==> config.mk <==
export PLATFORM = sky130hd
export DESIGN_NAME = rem_sign_eval_flat
export DESIGN_NICKNAME = d
export VERILOG_FILES = /design/src/rtl/rem_sign_eval_if.sv /design/src/rtl/rem_sign_eval.sv /design/src/flat_wrapper.sv
export SDC_FILE = /design/constraint.sdc
export NUM_CORES = 1
export LEC_CHECK = 0
export CAP_MARGIN = 25
export CORE_ASPECT_RATIO = 1.2
export CORE_MARGIN = 10
export CORE_UTILIZATION = 65
export CTS_CLUSTER_SIZE = 12
export DETAILED_ROUTE_END_ITERATION = 16
export PLACE_DENSITY_LB_ADDON = 0.08
export SYNTH_ARGS = -nofsm -noshare
export SYNTH_HDL_FRONTEND = slang
export SYNTH_SLANG_ARGS = --single-unit
export TNS_END_PERCENT = 5
==> constraint.sdc <==
create_clock -name clk -period 14.9 [get_ports clk]
set_clock_uncertainty 0.1 [all_clocks]
set_input_delay 1.49 -clock clk [delete_from_list [all_inputs] [get_ports clk]]
set_output_delay 1.49 -clock clk [all_outputs]
set_load 0.01 [all_outputs]
==> src/rtl/rem_sign_eval_if.sv <==
// rtl/rem_sign_eval_if.sv - valid/ready bundle between divide core, remainder-sign evaluator and rounder
interface rem_sign_eval_if #(
  parameter int WIDTH = 28
);
  logic                 in_valid;
  logic                 in_ready;
  logic [2*WIDTH-1:0]   n;
  logic [WIDTH-1:0]     d;
  logic [WIDTH-1:0]     q;
  logic                 out_valid;
  logic                 out_ready;
  logic [WIDTH-1:0]     q_out;
  logic                 rem_is_positive;
  logic                 rem_is_negative;

  modport master (
    output in_valid, n, d, q, out_ready,
    input  in_ready, out_valid, q_out, rem_is_positive, rem_is_negative
  );

  modport slave (
    input  in_valid, n, d, q, out_ready,
    output in_ready, out_valid, q_out, rem_is_positive, rem_is_negative
  );
endinterface

==> src/rtl/rem_sign_eval.sv <==
// rtl/rem_sign_eval.sv - serial T*d multiply and remainder sign flags for divider rounding
// Evaluates n - T*d and n - M*d where T is q with guard bits cleared and M = T + half an ULP.
module rem_sign_eval #(
  parameter int WIDTH = 28,
  parameter int ULP   = 4
) (
  input  logic             clk,
  input  logic             rst_n,
  rem_sign_eval_if.slave   bus
);

  localparam int NW       = 2 * WIDTH;
  localparam int CW       = $clog2(WIDTH + 1);
  localparam int MUL_LAST = WIDTH - ULP - 1;

  typedef enum logic [1:0] {
    IDLE,
    MUL,
    CMP,
    DONE
  } state_t;

  state_t          state_q, state_d;
  logic [NW-1:0]   n_q, n_d;
  logic [WIDTH-1:0] d_q, d_d;
  logic [WIDTH-1:0] qv_q, qv_d;
  logic [NW-1:0]   acc_q, acc_d;
  logic [CW-1:0]   cnt_q, cnt_d;
  logic            pos_q, pos_d;
  logic            neg_q, neg_d;

  logic [CW-1:0]    bit_idx;
  logic [WIDTH-1:0] q_shift;
  logic [NW-1:0]    addend;
  logic [NW:0]      mid_prod;
  logic [NW:0]      rem_t;
  logic [NW:0]      rem_m;

  // Datapath helpers: current partial-product term and both remainders.
  always_comb begin
    bit_idx  = CW'(ULP) + cnt_q;
    q_shift  = qv_q >> bit_idx;
    addend   = {{WIDTH{1'b0}}, d_q} << bit_idx;
    mid_prod = {1'b0, acc_q} + ({{(WIDTH + 1){1'b0}}, d_q} << (ULP - 1));
    rem_t    = {1'b0, n_q} - {1'b0, acc_q};
    rem_m    = {1'b0, n_q} - mid_prod;
  end

  always_comb begin
    state_d = state_q;
    n_d     = n_q;
    d_d     = d_q;
    qv_d    = qv_q;
    acc_d   = acc_q;
    cnt_d   = cnt_q;
    pos_d   = pos_q;
    neg_d   = neg_q;

    case (state_q)
      IDLE: begin
        if (bus.in_valid) begin
          n_d     = bus.n;
          d_d     = bus.d;
          qv_d    = bus.q;
          acc_d   = '0;
          cnt_d   = '0;
          state_d = MUL;
        end
      end
      MUL: begin
        if (q_shift[0]) begin
          acc_d = acc_q + addend;
        end
        cnt_d = cnt_q + CW'(1);
        if (cnt_q == CW'(MUL_LAST)) begin
          state_d = CMP;
        end
      end
      CMP: begin
        // A zero remainder leaves both flags clear, so a tie never rounds up.
        neg_d   = rem_t[NW];
        pos_d   = !rem_m[NW] && (rem_m != '0);
        state_d = DONE;
      end
      DONE: begin
        if (bus.out_ready) begin
          state_d = IDLE;
        end
      end
      default: begin
        state_d = IDLE;
      end
    endcase
  end

  always_ff @(posedge clk or negedge rst_n) begin
    if (!rst_n) begin
      state_q <= IDLE;
      n_q     <= '0;
      d_q     <= '0;
      qv_q    <= '0;
      acc_q   <= '0;
      cnt_q   <= '0;
      pos_q   <= 1'b0;
      neg_q   <= 1'b0;
    end else begin
      state_q <= state_d;
      n_q     <= n_d;
      d_q     <= d_d;
      qv_q    <= qv_d;
      acc_q   <= acc_d;
      cnt_q   <= cnt_d;
      pos_q   <= pos_d;
      neg_q   <= neg_d;
    end
  end

  assign bus.in_ready        = (state_q == IDLE);
  assign bus.out_valid       = (state_q == DONE);
  assign bus.q_out           = qv_q;
  assign bus.rem_is_positive = pos_q;
  assign bus.rem_is_negative = neg_q;

endmodule

==> src/flat_wrapper.sv <==
// flat-port wrapper written by rule: the top's interface ports become plain ports
module rem_sign_eval_flat 
#(
  parameter int WIDTH = 28,
  parameter int ULP   = 4
)
  (clk, rst_n, bus_in_valid, bus_n, bus_d, bus_q, bus_out_ready, bus_in_ready, bus_out_valid, bus_q_out, bus_rem_is_positive, bus_rem_is_negative);
  rem_sign_eval_if #(.WIDTH(WIDTH)) bus_i ();
  input  logic clk;
  input  logic rst_n;
  input wire logic [$bits(bus_i.in_valid)-1:0] bus_in_valid;
  input wire logic [$bits(bus_i.n)-1:0] bus_n;
  input wire logic [$bits(bus_i.d)-1:0] bus_d;
  input wire logic [$bits(bus_i.q)-1:0] bus_q;
  input wire logic [$bits(bus_i.out_ready)-1:0] bus_out_ready;
  output wire logic [$bits(bus_i.in_ready)-1:0] bus_in_ready;
  output wire logic [$bits(bus_i.out_valid)-1:0] bus_out_valid;
  output wire logic [$bits(bus_i.q_out)-1:0] bus_q_out;
  output wire logic [$bits(bus_i.rem_is_positive)-1:0] bus_rem_is_positive;
  output wire logic [$bits(bus_i.rem_is_negative)-1:0] bus_rem_is_negative;
  assign bus_i.in_valid = bus_in_valid;
  assign bus_i.n = bus_n;
  assign bus_i.d = bus_d;
  assign bus_i.q = bus_q;
  assign bus_i.out_ready = bus_out_ready;
  assign bus_in_ready = bus_i.in_ready;
  assign bus_out_valid = bus_i.out_valid;
  assign bus_q_out = bus_i.q_out;
  assign bus_rem_is_positive = bus_i.rem_is_positive;
  assign bus_rem_is_negative = bus_i.rem_is_negative;
  rem_sign_eval #(.WIDTH(WIDTH), .ULP(ULP)) u_core (.clk(clk), .rst_n(rst_n), .bus(bus_i));
endmodule
# Word level (Yosys, flattened, before mapping)
# Cells that the tools add are included.
totals:
  in_bits: 116
  out_inout_bits: 32
  ff_bits: 177
classes:
  mux: 9
  shifts: 2
  addsub: 6
  n_eq_ne: 8
  n_reduce_logical: 9
op_table:
  columns: ["operator", "count"]
  rows:
  - ["56-bit two-way mux", 2]
  - ["56-bit one-hot mux with 2 select lines", 1]
  - ["56-bit by 31-bit adder with 57-bit output", 1]
  - ["57-bit nonzero test", 1]
  - ["56-bit by 56-bit subtractor with 57-bit output", 1]
  - ["56-bit by 57-bit subtractor with 57-bit output", 1]
  - ["56-bit adder", 1]
  - ["28-bit by 5-bit left shift with 56-bit output", 1]
  - ["28-bit by 5-bit >> shifter with 1-bit output", 1]
  - ["5-bit one-hot mux with 2 select lines", 1]
  - ["2-bit one-hot mux with 4 select lines", 1]
  - ["2-bit two-way mux", 3]
  - ["3-bit AND reduction", 2]
  - ["3-bit by 5-bit adder with 5-bit output, first input constant", 1]
  - ["5-bit by 1-bit adder with 5-bit output, second input constant", 1]
  - ["5-bit == test, second input constant", 1]
  - ["5-bit two-way mux", 1]
  - ["2-bit == test, second input constant", 2]
  - ["2-bit by 1-bit != test with 1-bit output, second input constant", 2]
  - ["2-bit != test, second input constant", 2]
  - ["2-bit AND reduction", 2]
  - ["2-bit by 1-bit == test with 1-bit output, second input constant", 1]
  - ["2-bit logical NOT", 1]
  - ["2-bit nonzero test", 1]
  - ["2 further kinds", 2]

# Depth between registers and ports, before layout
depth:
  ltp_word: 5
  ltp_mapped: 25
  ltp_nobuf: 20

# Worst setup path before layout
# No wires, ideal clock.
synth_timing:
  path_kind: "flip-flop to flip-flop"
  from: "register u_core.cnt_q[0]"
  to: "register u_core.acc_q[55]"
  setup_ns: 0.087
  setup_slack_ns: 9.740
  synth_period_minus_slack_ns: 5.160
  stages_incl_launch_ff: 22
  arrival_time_ns: 4.973
  path_cell_list: "dfrtp_1 -> clkbuf_1 -> buf_2 -> clkbuf_1 -> mux4_2 -> mux2i_1 -> nand2_1 -> o21ai_0 -> o22ai_1 -> ha_1 -> clkbuf_1 -> a21o_1 -> a21o_1 -> a21oi_1 -> a2111oi_0 -> o2111ai_1 -> o21ai_0 -> o221ai_1 -> o31ai_1 -> a21oi_1 -> or3_1 -> o211ai_1"
synth_between:
  elab_chain_cells: 5
  elab_cells_between_ends: 8
  cone_classes: "add/sub: 2; eq/ne: 1; shift: 2; mux: 2; reduce/logical: 1"
synth_lines:
  columns: ["item", "line", "text"]
  rows:
  - ["start: declaration", "rem_sign_eval.sv:28", "logic [CW-1:0] cnt_q, cnt_d;"]
  - ["start signal: assignment", "rem_sign_eval.sv:112", "cnt_q <= cnt_d;"]
  - ["3-bit by 5-bit adder with 5-bit output *", "rem_sign_eval.sv:41", "bit_idx = CW'(ULP) + cnt_q;"]
  - ["28-bit by 5-bit left shift with 56-bit output", "rem_sign_eval.sv:43", "addend = {{WIDTH{1'b0}}, d_q} << bit_idx;"]
  - ["56-bit adder", "rem_sign_eval.sv:72", "acc_d = acc_q + addend;"]
  - ["56-bit two-way mux", "rem_sign_eval.sv:71", "if (q_shift[0]) begin"]
  - ["56-bit one-hot mux with 2 select lines", "rem_sign_eval.sv:59", "case (state_q)"]
  - ["end signal: assignment", "rem_sign_eval.sv:102", "acc_q <= '0;"]
  - ["end signal: assignment", "rem_sign_eval.sv:111", "acc_q <= acc_d;"]
  - ["end: declaration", "rem_sign_eval.sv:27", "logic [NW-1:0] acc_q, acc_d;"]
# Mark *: on every way between the ends. The rest lies on a longest branch, timed or not. The select of a mux whose other input is x is not followed.
# A chain may end at the register's enable or synchronous reset.

# Worst setup path after layout
layout_timing:
  from: "register u_core.cnt_q[1]"
  to: "register u_core.acc_q[53]"
# The elaborated chain is that of the path after synthesis.

==> metrics.md <==
| Metric | Value |
|---|---|
| Area grow syn2layout | 12.48% |
| Mapped Area | roughly 18000 um2 |
| Post-CTS Resized | 0 |
| Crit start category | flop |
| Mean routed wirelength per cell | 23.96 um |
| Fin crit period | about 6.3 ns |
| Synth area leaders | dfrtp_1, ha_1, mux2_2 |
| Nets | between 2000 and 2500 |
| Worst EP required | roughly 15 ns |
| Synth cell types | between 70 and 80 |
| CTS Buf Count | 17 |
| Port bufs | 147 |
| Hold Path Class | flop to flop |
| Final Cycle Share | ~42% |
| Critical-path cell list | inv_1, nor2_1, a21oi_1, nand2_1, o21ai_0, a22oi_1, nor2_1, ha_1, a21oi_1, o21ai_0, a21oi_1, a2111oi_0, nor4_1, o21ai_0, o221ai_1, o21ai_0, o31ai_1, xnor2_1, o22ai_1 |
| Worst Hold Depth | 1 |
| Row Count | 66 |
| CP endpoint kind | flop |
| Final setup fails | 0 |
| Clock Pin Slew Worst Setup and Hold Paths | about 0.080 ns |
| DRC viols | 0 |
| First-pass GRT wire length | a little over 90000 um |
| Die area | roughly 34000 um2 |
| GRT Util Overall | 34.42% |
| Final antenna-violating net count | 0 |
| First drt pass iteration count | 7 |
| Initial cell density of the core | 65.72% |
| Grt ovf | 0 |
| Post-Route WL | 60040 um |
| Worst slew pin tran | 1.119 ns |
| Largest area contributor in the netlist | dfrtp_1 |
| Area of the core | between 20000 and 30000 um2 |
| RSZ-0062 raised after global routing | no |
| Max_cap viols | 0 |
| Synth top area share | between 20% and 30% |
| Final Wtd Congestion | between 1 and 1.5 |
| Async set or reset register ratio after synthesis | 100.0% |
| #FFs+latches synth | 177 |
| DPL Wire Length | between 40000 and 50000 um |
| Pins Over Slew Limit | 0 |
| Main synth FF type | dfrtp_1 |
| Largest net degree at the start of global routing | approximately 110 |
| Setup Total Neg Slack | 0 ns |
| Slew margin rel. | 25.42% |
| Slowest stage cell on the critical path | dfrtp_2 |
| Ports | 148 |
| Initial DRC count | between 1500 and 2000 |
| Inserted Diodes | 0 |
| Vias | approximately 17000 |
| Clk sinks | 177 |
| Hold Fails Final Rpt | 0 |
| Status | finished clean |
| Synth Instances | between 2000 and 2500 |
| Maximum fanout along the worst path | 50 |
| Setup Crit Path Kind | flop to flop |
| Post-synth EDFFs | 0 |
| Root Buffer | clkbuf_16 |
| Antenna violations before repair | 1 |
| Clk_lat worst skew | 0.45 ns |
| Count leader, synth | inv_1 |
| Most Frequent Cell on Critical Path | o21ai_0 |
| Arr. time, crit path | between 6 and 7 ns |
| R2R depth | 19 |
| Chip Height | 201.3 um |
| Hold-fix buffers, CTS | 0 |
| Vias per cell | 6.739 |
| Vias in the first global route | about 17000 |
| Fmax | ~0.16 GHz |
| Layout cells sized above 1 | a little under 10% |
| Sequential area share after synthesis | around a quarter |
| Max Buffers Root-to-Sink | 2 |
| Die width | 171.1 um |
| Synth Warn # | 0 |
| Post-Synthesis Net Count | 2421 |
| Post-synth top cells | inv_1, ha_1, dfrtp_1 |
| Post-CTS Setup Bufs | 0 |
| H-tree levels | 4 |
| CTS tree | yes |
| Mean Syn Cell Area | 8.579 um2 |
| Max incr delay on CP | 1.00 ns |
[registers in the layout, summed over array words and instances (netlist names)]
register and cells:
u_core.state_q 2, u_core.acc_q 56, u_core.d_q 28, u_core.bus.q_out 28, u_core.bus.rem_is_positive 1, u_core.n_q 56
u_core.cnt_q 5, u_core.bus.rem_is_negative 1
[cell usage in the layout (no fill, tap or decap), types with 8 or more instances in the layout]
cell type and count:
a2111oi_0 9, a211oi_1 17, a21o_1 59, a21oi_1 164, a31oi_1 15, and2_1 8, and3_1 8, buf_4 10
clkbuf_16 17, clkdlybuf4s50_1 146, dfrtp_1 175, fa_1 31, ha_1 199, inv_1 208, mux2_2 125, mux2i_1 39
mux4_2 18, nand2_1 167, nand2b_1 16, nand3_1 41, nand4_1 42, nor2_1 112, nor2b_1 14, nor3_1 28
nor4_1 11, o211ai_1 21, o21a_1 19, o21ai_0 127, o21bai_1 22, o22ai_1 62, or3_1 9, xnor2_1 40
xor2_1 40
[kinds of logic after synthesis]
| logic type | count (synthesis) | share of synthesized area [%] |
|---|---|---|
| AOI/OAI and AO/OA | 609 | 21.77 |
| xor gates and xnor gates | 82 | 4.034 |
| and+or+nand+nor | 486 | 12.93 |
| buffers and inverters | 309 | 6.536 |
| DFF | 177 | 24.88 |
| adders and majority gates | 230 | 17.47 |
| muxes | 182 | 12.38 |
[layout make-up]
type	count	area, um2
timing repair buffer	158	1575
fill	2008	7063
clock inverter	13	122.6
multi-input combinational	1589	12250
inverter	210	788.3
clock buffer	19	432.9
tap	340	425.4
sequential	177	4432
[metal layers]
metal	part of all wire [%]	track usage [%]	up-vias
li1	-	-	7650
met1	36	37.82	8044
met2	49	57.76	911
met3	6.9	6.483	284
met4	8.4	25.51	0
met5	0	0	-
[final timing paths]
check                           startpoint                   end  slack, ns
min                          u_core.n_q[0]         u_core.n_q[0]       0.41
max                        u_core.cnt_q[1]      u_core.acc_q[53]       8.58
max reg2reg                u_core.cnt_q[1]      u_core.acc_q[53]       8.58
max in group asynchronous            rst_n  u_core.bus.q_out[23]      12.27
min in group asynchronous            rst_n        u_core.n_q[21]       0.78
min reg2reg                  u_core.n_q[0]         u_core.n_q[0]       0.41
[critical path, delay by kind of cell (launching register included)]
family	cells	cell delay, ns
AOI/OAI and AO/OA	12	3.05
xor gates and xnor gates	1	0.16
adders and majority gates	1	0.36
buffers and inverters	1	0.48
DFF	1	1.00
and+or+nand+nor	4	1.01
[per-stage QoR]
step | area [um2] | cells | util [%] | hold WS [ns] | setup slack, ns
6_report | 20020 | 2506 | 73.92 | 0.4078 | 8.580
5_1_grt | 20020 | 2506 | 73.92 | 0.4457 | 8.149
4_1_cts | 20000 | 2505 | 73.82 | 0.4119 | 8.922
3_5_place_dp | 19440 | 2473 | 71.77 | 0.3953 | 9.016
3_3_place_gp | 19440 | 2473 | 71.77 | 0.3897 | 9.232
2_1_floorplan | 17800 | 2075 | - | 0.3794 | 9.740
Power is not shown: default switching activity piles up to over one toggle a cycle in this logic, so the estimate is an artifact.
